`src/rtl/contador_cm_param_pkg.sv`:
```
// Shared definitions for the parametrised echo-pulse to centimetre converter.
package contador_cm_param_pkg;

    localparam int BCD_W      = 4;
    localparam int MAX_DIGITS = 8;

    typedef enum logic [2:0] {
        INICIAL   = 3'b000,
        ESPERA    = 3'b001,
        CONTA     = 3'b010,
        ARREDONDA = 3'b011,
        ESTOURO   = 3'b100,
        CARREGA   = 3'b101,
        FINAL     = 3'b110
    } estado_t;

    // Adds one to the lowest n BCD digits of v; a carry out of digit n-1 is dropped.
    function automatic logic [BCD_W*MAX_DIGITS-1:0] bcd_inc(
        input logic [BCD_W*MAX_DIGITS-1:0] v,
        input int n
    );
        logic [BCD_W*MAX_DIGITS-1:0] r;
        logic carry;
        r     = v;
        carry = 1'b1;
        for (int i = 0; i < MAX_DIGITS; i++) begin
            if (carry && (i < n)) begin
                if (r[i*BCD_W +: BCD_W] == 4'd9) begin
                    r[i*BCD_W +: BCD_W] = 4'd0;
                end else begin
                    r[i*BCD_W +: BCD_W] = r[i*BCD_W +: BCD_W] + 4'd1;
                    carry = 1'b0;
                end
            end
        end
        return r;
    endfunction

    function automatic logic [BCD_W*MAX_DIGITS-1:0] to_bcd(input int val);
        logic [BCD_W*MAX_DIGITS-1:0] r;
        int v;
        r = '0;
        v = val;
        for (int i = 0; i < MAX_DIGITS; i++) begin
            r[i*BCD_W +: BCD_W] = 4'(v % 10);
            v = v / 10;
        end
        return r;
    endfunction

endpackage

```
`src/rtl/contador_cm_param_bcd.sv`:
```
// N-digit BCD up-counter with synchronous clear and a compare against the saturation value.
module contador_bcd_n
    import contador_cm_param_pkg::*;
#(
    parameter int N_DIGITS = 3,
    parameter int MAX_CM   = 400
) (
    input  logic                      clock,
    input  logic                      reset,
    input  logic                      zera,
    input  logic                      conta,
    output logic [BCD_W*N_DIGITS-1:0] q,
    output logic                      eh_max
);

    localparam int QW = BCD_W * N_DIGITS;
    localparam int FW = BCD_W * MAX_DIGITS;
    localparam logic [QW-1:0] MAX_BCD = QW'(to_bcd(MAX_CM));

    always_ff @(posedge clock or negedge reset) begin
        if (!reset) begin
            q <= '0;
        end else if (zera) begin
            q <= '0;
        end else if (conta) begin
            q <= QW'(bcd_inc(FW'(q), N_DIGITS));
        end
    end

    assign eh_max = (q == MAX_BCD);

endmodule

```
`src/rtl/contador_cm_param.sv`:
```
// Echo-pulse to centimetre converter: pulso synchroniser, cm tick divider, sequencing FSM and result register.
//   state     | meaning
//   INICIAL   | idle, counters cleared, waits for an armed rising pulse
//   ESPERA    | pulse high, dividing clocks into cm ticks
//   CONTA     | a tick elapsed, BCD result advances
//   ARREDONDA | pulse over, partial tick optionally rounds up
//   ESTOURO   | result saturated at MAX_CM, waits for pulse end
//   CARREGA   | result and saturation flag loaded
//   FINAL     | pronto pulse
module contador_cm_param
    import contador_cm_param_pkg::*;
#(
    parameter int TICK_DIV    = 2941,
    parameter int N_DIGITS    = 3,
    parameter int MAX_CM      = 400,
    parameter int ROUND       = 1,
    parameter int SYNC_STAGES = 2
) (
    input  logic                      clock,
    input  logic                      reset,
    input  logic                      pulso,
    output logic [BCD_W*N_DIGITS-1:0] medida,
    output logic                      pronto,
    output logic                      estouro,
    output logic                      ocupado,
    output logic [2:0]                db_estado
);

    localparam int QW = BCD_W * N_DIGITS;
    localparam int CW = $clog2(TICK_DIV);
    localparam logic [CW-1:0] TC   = CW'(TICK_DIV - 1);
    localparam logic [CW-1:0] HALF = CW'(TICK_DIV / 2);

    estado_t        state, nxt;
    logic           p;
    logic           armado;
    logic           saturou;
    logic [CW-1:0]  cnt;
    logic           tick;
    logic           round_up;
    logic           zera, conta;
    logic [QW-1:0]  bcd;
    logic           eh_max;

    generate
        if (SYNC_STAGES == 0) begin : g_nosync
            assign p = pulso;
        end else begin : g_sync
            logic [SYNC_STAGES-1:0] sync;
            always_ff @(posedge clock or negedge reset) begin
                if (!reset) begin
                    sync <= '0;
                end else begin
                    sync[0] <= pulso;
                    for (int i = 1; i < SYNC_STAGES; i++) sync[i] <= sync[i-1];
                end
            end
            assign p = sync[SYNC_STAGES-1];
        end
    endgenerate

    assign tick     = (cnt == TC);
    assign round_up = (ROUND != 0) && (cnt >= HALF) && !eh_max;

    always_ff @(posedge clock or negedge reset) begin
        if (!reset) state <= INICIAL;
        else        state <= nxt;
    end

    always_comb begin
        nxt = state;
        case (state)
            INICIAL:   if (p && armado) nxt = ESPERA;
            ESPERA: begin
                if (!p)                 nxt = ARREDONDA;
                else if (tick && eh_max) nxt = ESTOURO;
                else if (tick)          nxt = CONTA;
            end
            CONTA:     nxt = ESPERA;
            ARREDONDA: nxt = CARREGA;
            ESTOURO:   if (!p) nxt = CARREGA;
            CARREGA:   nxt = FINAL;
            FINAL:     nxt = INICIAL;
            default:   nxt = INICIAL;
        endcase
    end

    always_comb begin
        ocupado   = (state != INICIAL);
        pronto    = (state == FINAL);
        db_estado = state;
        zera      = (state == INICIAL);
        conta     = (state == CONTA) || ((state == ARREDONDA) && round_up);
    end

    // Arming is consumed on start so a pulse must be seen low again before the next measurement.
    always_ff @(posedge clock or negedge reset) begin
        if (!reset) begin
            armado <= 1'b0;
        end else if (state == INICIAL) begin
            if (!p)          armado <= 1'b1;
            else if (armado) armado <= 1'b0;
        end
    end

    always_ff @(posedge clock or negedge reset) begin
        if (!reset) begin
            cnt <= '0;
        end else if (state == INICIAL) begin
            cnt <= '0;
        end else if (((state == ESPERA) || (state == CONTA)) && p) begin
            cnt <= tick ? '0 : cnt + 1'b1;
        end
    end

    always_ff @(posedge clock or negedge reset) begin
        if (!reset) begin
            medida  <= '0;
            estouro <= 1'b0;
            saturou <= 1'b0;
        end else begin
            if (state == INICIAL)      saturou <= 1'b0;
            else if (state == ESTOURO) saturou <= 1'b1;
            if (state == CARREGA) begin
                medida  <= bcd;
                estouro <= saturou;
            end
        end
    end

    contador_bcd_n #(
        .N_DIGITS (N_DIGITS),
        .MAX_CM   (MAX_CM)
    ) u_bcd (
        .clock  (clock),
        .reset  (reset),
        .zera   (zera),
        .conta  (conta),
        .q      (bcd),
        .eh_max (eh_max)
    );

endmodule

```
`config.mk`:
```
export PLATFORM = sky130hd
export DESIGN_NAME = contador_cm_param
export DESIGN_NICKNAME = d
export VERILOG_FILES = /design/src/rtl/contador_cm_param_pkg.sv /design/src/rtl/contador_cm_param_bcd.sv /design/src/rtl/contador_cm_param.sv
export SDC_FILE = /design/constraint.sdc
export NUM_CORES = 1
export LEC_CHECK = 0
export ABC_CLOCK_PERIOD_IN_PS = 2000
export CAP_MARGIN = 40
export CORE_UTILIZATION = 51
export CTS_CLUSTER_SIZE = 12
export DETAILED_ROUTE_END_ITERATION = 10
export GPL_TIMING_DRIVEN = 0
export PLACE_DENSITY = 0.79
export SLEW_MARGIN = 10
export SYNTH_ARGS = -nofsm -noshare
export SYNTH_HDL_FRONTEND = slang
export SYNTH_SLANG_ARGS = --single-unit
```
`constraint.sdc`:
```
create_clock -name clock -period 2 [get_ports clock]
set_input_delay 0.5 -clock clock [delete_from_list [all_inputs] [get_ports clock]]
set_output_delay 0.5 -clock clock [all_outputs]
set_load 0.005 [all_outputs]
```
==> results of run 1 <==
## worst max-delay path, cell delays in order, from the launching register on
cell,delay [ns]
dfrtp_1,0.38
inv_2,0.08
ha_4,0.16
and3b_1,0.18
nand4_1,0.17
o311ai_4,0.18
a2111oi_4,0.41
buf_4,0.19
mux2i_1,0.18
## flip-flops by register name (all words and copies together) (netlist names)
name,cells
armado,1
saturou,1
medida,12
estouro,1
cnt,12
u_bcd.q,12
db_estado,3
g_sync.sync,2
## final timing paths
path                       cells past startpoint  slack, ns                  endpoint                startpoint
max                                            8      -0.02    u_bcd.q[9]$_DFFE_PN0P_    u_bcd.q[1]$_DFFE_PN0P_
min                                            1       0.15     medida[8]$_DFFE_PN0P_                     reset
max reg2reg                                    8      -0.02    u_bcd.q[9]$_DFFE_PN0P_    u_bcd.q[1]$_DFFE_PN0P_
min reg2reg                                    0       0.35  g_sync.sync[1]$_DFF_PN0_  g_sync.sync[0]$_DFF_PN0_
max in group asynchronous                      2       1.33        cnt[7]$_DFFE_PN0P_                     reset
min in group clock                             0       0.35  g_sync.sync[1]$_DFF_PN0_  g_sync.sync[0]$_DFF_PN0_
## synth_stat cells, types with 2 or more instances
library cell  instances
dfrtp_1              44
nand2_1              28
inv_1                21
o21ai_0              18
nor2_1               17
ha_1                 12
a21oi_1              10
nand3_1               7
o2bb2ai_1             6
xnor2_1               6
clkbuf_1              5
mux2i_1               5
nand4_1               5
nor3_1                5
nor4_1                5
a31oi_1               3
and3_1                3
or3_1                 3
xor2_1                3
a2111o_1              2
a21boi_0              2
a221oi_1              2
and2_1                2
buf_2                 2
mux2_2                2
nand3b_1              2
o22ai_1               2
## logic make-up (layout without fill, tap and decap cells)
| kind of cell | Yosys count | after routing | synth area share |
|---|---|---|---|
| AOI/OAI and AO/OA | 54 | 54 | 0.162 |
| xor gates and xnor gates | 9 | 9 | 0.0335 |
| adders and majority gates | 12 | 12 | 0.0638 |
| buffers and inverters | 31 | 81 | 0.0521 |
| DFF | 44 | 44 | 0.468 |
| muxes | 8 | 8 | 0.0372 |
| and+or+nand+nor | 84 | 84 | 0.183 |
## metal layers
layer / vias up / GRT usage / part of all wire
met4: 0 / 0.104 / 0.026
met3: 20 / 0.0505 / 0.040
li1: 945 / - / -
met5: - / 0 / 0
met1: 952 / 0.273 / 0.41
met2: 63 / 0.421 / 0.52
## repair_timing
item                                   CTS  global route
resized for setup                       16            15
setup endpoints to repair               22            28
pin swaps                                6             4
endpoints found under the hold margin    0             0
cloned                                   0             0
setup buffers                           15             5
## power by group
| part | leakage [nW] | internal (mW) | total (mW) | switching [mW] |
|---|---|---|---|---|
| Sequential | 0.572 | 1.15 | 1.35 | 0.202 |
| Combinational | 0.656 | 0.875 | 1.93 | 1.06 |
| Clock | 0.0455 | 0.282 | 0.571 | 0.289 |
| Total | 1.27 | 2.30 | 3.85 | 1.55 |
## cell type report
class                           instances  area (um^2)
Tap cell                               52         65.1
Sequential cell                        44         1110
Multi-Input combinational cell        167         1200
Fill cell                             346         1390
Timing Repair Buffer                   42          379
Inverter                               23         90.1
Clock buffer                            8         90.1
Buffer                                  8         55.1
==> impl_metrics.toml, run 1 <==
[clock_network]
cts.reportedPaths.clkPinSlew_ns = 0.08
numCtsBuffers = 5
cts-htree-levels = 2
cts_buffer_depth = 2
clock_latency_ns = 0.30
postCtsHoldBufs = 0
cts_tree = "yes"
cts.sinks = 44
root_buffer = "clkbuf_8"

[logic_synthesis]
synth_area_um2 = 2350
synth-seq-cells = 44
synth_top_area_frac = 0.468
ys.flop_type = "dfrtp_1"
synthTopCellsByArea = "dfrtp_1 47%, ha_1 6.4%, nand2_1 4.5%"
syn_area_per_cell_um2 = 9.72
synthArstFlopShare = 1.00
yosysWarnings = 0
synth_nets = 257
ys_types = 47
yosysSeqAreaShare = 0.468
netlist_instances = 242
synth_top_area_cell = "dfrtp_1"
synth_edf_count = 0

[worst_setup_path]
critPathCaptureType = "register"
start_kind = "register"
crit_fanout = 4
crit_type = "reg -> reg"
cp.arrival_ns = 2.24
required_ns = 2.21

[sta]
tns_ns = -0.0581
period_share = 1.01
report.final.slew_viol_count = 0
worst_pin_slew_ns = 0.826
finalClockSkew_ns = 0.00804
hold_violations = 0
setup_viol = 3
setup_slack_ns = -0.0231
relSlewSlack = 0.447
period_needed_ns = 2.02
holdWs_ns = 0.147
rsz0062_at_grt = "true"
fmax_mhz = 494

[pwr]
ir_drop_mv = 0.585
p_leak_nw = 1.27
p_per_area_nw_per_um2 = 1290
p_total_mw = 3.85

[floorplanning]
num_rows = 24
die_h_um = 69.9
io_pins = 21
die_area_um2 = 4890
core_area_um2 = 4380
die_w_um = 69.9
initial_core_util = 0.537

[placement]
place_area_um2 = 2650
dp_slack_ns = -0.330
dp_cells = 316
place_congestion = 0.909
port_buffers = 20
dp_hpwl_mm = 3.62

[routing]
wire_per_inst_um = 16.1
num_vias = 1980
wl_mm = 5.56
drt_iter0_drc = 147
vias_per_cell = 5.76
drc = 0
drt_first_pass_iters = 4
ant_nets = 0

[layout]
layout-drive-gt1-share = 0.212
layout_common_cells = "38 x dfrtp_1, 28 x nand2_1, 20 x buf_4"
layout_commonest_cell = "dfrtp_1"
area_delta_synth_final_pct = 27.2
final_cells = 344
final_util = 0.682
antenna_cells = 0
design_area_um2 = 2990
nNetsFinal = 306

[grt]
grt_max_degree = 27
grt.overflow.total = 0
antenna_found_initial = 0
track_usage = 0.237
grt_pass1_vias = 1935
grt_pass1_wl_mm = 9.05

[job]
max-cap-violations = 0

[hold_path]
hold_path_class = "in -> async"

[outcome]
status = "finished with violations"
violations = "negative setup slack"
Note: power is estimated with default switching activity, not from simulation.
==> inputs of run 2 (changes only) <==
- CAP_MARGIN: 40 -> unset
- CORE_UTILIZATION: 51 -> 54
- CTS_BUF_LIST: unset -> sky130_fd_sc_hd__clkbuf_4 sky130_fd_sc_hd__clkbuf_8
- PLACE_DENSITY: 0.79 -> 0.82
==> impl_metrics.toml, run 2 (synthesized netlist as in run 1, its figures left out) <==
[routing]
ant_nets = 0
drt_first_pass_iters = 4
drt_iter0_drc = 138
vias_per_cell = 5.86
drc = 0
wl_mm = 5.21
num_vias = 1941
wire_per_inst_um = 15.7

[job]
max-cap-violations = 0

[placement]
dp_hpwl_mm = 3.52
dp_slack_ns = -0.310
place_area_um2 = 2650
dp_cells = 313
port_buffers = 20
place_congestion = 0.872

[layout]
multi_input_comb_area_um2 = 1200
fillerInstances = 314
layout_common_cells = "39 x dfrtp_1, 28 x nand2_1, 19 x inv_1"
nNetsFinal = 298
layout_commonest_cell = "dfrtp_1"
reg.largest.list = "cnt x12, medida x12, u_bcd.q x12"
antenna_cells = 0
final_cells = 331
final_util = 0.712
design_area_um2 = 2910
final-seq-area_um2 = 1110
layout-drive-gt1-share = 0.189
area_delta_synth_final_pct = 23.8

[floorplanning]
io_pins = 21
die_area_um2 = 4620
die_h_um = 68
num_rows = 23
core_area_um2 = 4090
die_w_um = 68
initial_core_util = 0.576

[pwr]
p_total_mw = 3.63
p_per_area_nw_per_um2 = 1250
p_leak_nw = 1.23
ir_drop_mv = 0.862

[worst_setup_path]
critPathCaptureType = "register"
r2r-start = "u_bcd.q[1]$_DFFE_PN0P_"
cp.arrival_ns = 2.19
critPathCapture = "u_bcd.q[8]$_DFFE_PN0P_"
start_kind = "register"
required_ns = 2.18
crit_path_start = "u_bcd.q[1]$_DFFE_PN0P_"
r2r-end = "u_bcd.q[8]$_DFFE_PN0P_"
crit_type = "reg -> reg"
reg2reg_setup_slack_ns = -0.002
crit_fanout = 3
r2r_cells = 7

[hold_path]
hold_path_class = "in -> async"

[sta]
setup_slack_ns = -0.00184
period_share = 1.00
fmax_mhz = 500
report.final.slew_viol_count = 0
rsz0062_at_grt = "true"
relSlewSlack = 0.603
period_needed_ns = 2.00
tns_ns = -0.00184
finalClockSkew_ns = 0.00770
setup_viol = 1
holdWs_ns = 0.185
hold_violations = 0
worst_pin_slew_ns = 0.590

[clock_network]
clock_latency_ns = 0.29
cts_tree = "yes"
cts_buffer_depth = 2
numCtsBuffers = 5
postCtsHoldBufs = 0
root_buffer = "clkbuf_8"
cts-htree-levels = 2
cts.sinks = 44
cts.reportedPaths.clkPinSlew_ns = 0.08

[outcome]
status = "finished with violations"
violations = "negative setup slack"

[grt]
grt_pass1_vias = 1965
antenna_found_initial = 0
track_usage = 0.264
grt_max_degree = 24
grt_pass1_wl_mm = 8.90
grt.overflow.total = 0
==> run 2: cell types whose count changed in the layout (fill, tap and decap cells not counted), sizes merged <==
cell    change
clkbuf      -3
buf         -8
==> run 2: layout make-up <==
cell class                 count  share of cell area
multi-input combinational    167               0.413
tap                           50              0.0215
clock buffer                   5              0.0236
sequential                    44               0.380
buffer                         7              0.0142
inverter                      23              0.0309
timing repair buffer          35               0.116
==> run 2: worst min-delay path by stage <==
stage,from,end,slack (ns),cells past startpoint
after floorplan,reset,armado$_DFFE_PN0P_,0.20,0
after global placement,g_sync.sync[0]$_DFF_PN0_,g_sync.sync[1]$_DFF_PN0_,0.33,0
after detailed placement,g_sync.sync[0]$_DFF_PN0_,g_sync.sync[1]$_DFF_PN0_,0.34,0
after CTS,reset,medida[8]$_DFFE_PN0P_,0.20,1
after global routing,reset,medida[8]$_DFFE_PN0P_,0.22,1
final,reset,medida[8]$_DFFE_PN0P_,0.18,1
==> run 2: metal layers <==
metal / GRT usage / vias to the layer above / share of wire / wire, um
li1: - / 933 / - / -
met4: 0.135 / 0 / 0.033 / 174
met2: 0.467 / 64 / 0.50 / 2610
met3: 0.0450 / 21 / 0.045 / 232
met1: 0.303 / 923 / 0.42 / 2190
met5: 0 / - / 0 / 0
==> run 2: repair_timing <==
action                                  CTS  global route
gates resized for setup                  14            14
endpoints found under the setup margin   34            27
pin swaps                                 6             5
setup buffers                            12             2
==> run 2: where the power goes <==
part / switching (mW) / internal (mW)
combinational: 0.993 / 0.778
clock: 0.276 / 0.225
sequential: 0.208 / 1.15
==> run 2: critical path: stages, from the launching register on <==
cell       delay, ns
dfrtp_1         0.38
inv_2           0.07
ha_4            0.15
and3b_1         0.16
nand4_1         0.19
o311ai_4        0.19
a2111oi_4       0.43
mux2_4          0.33
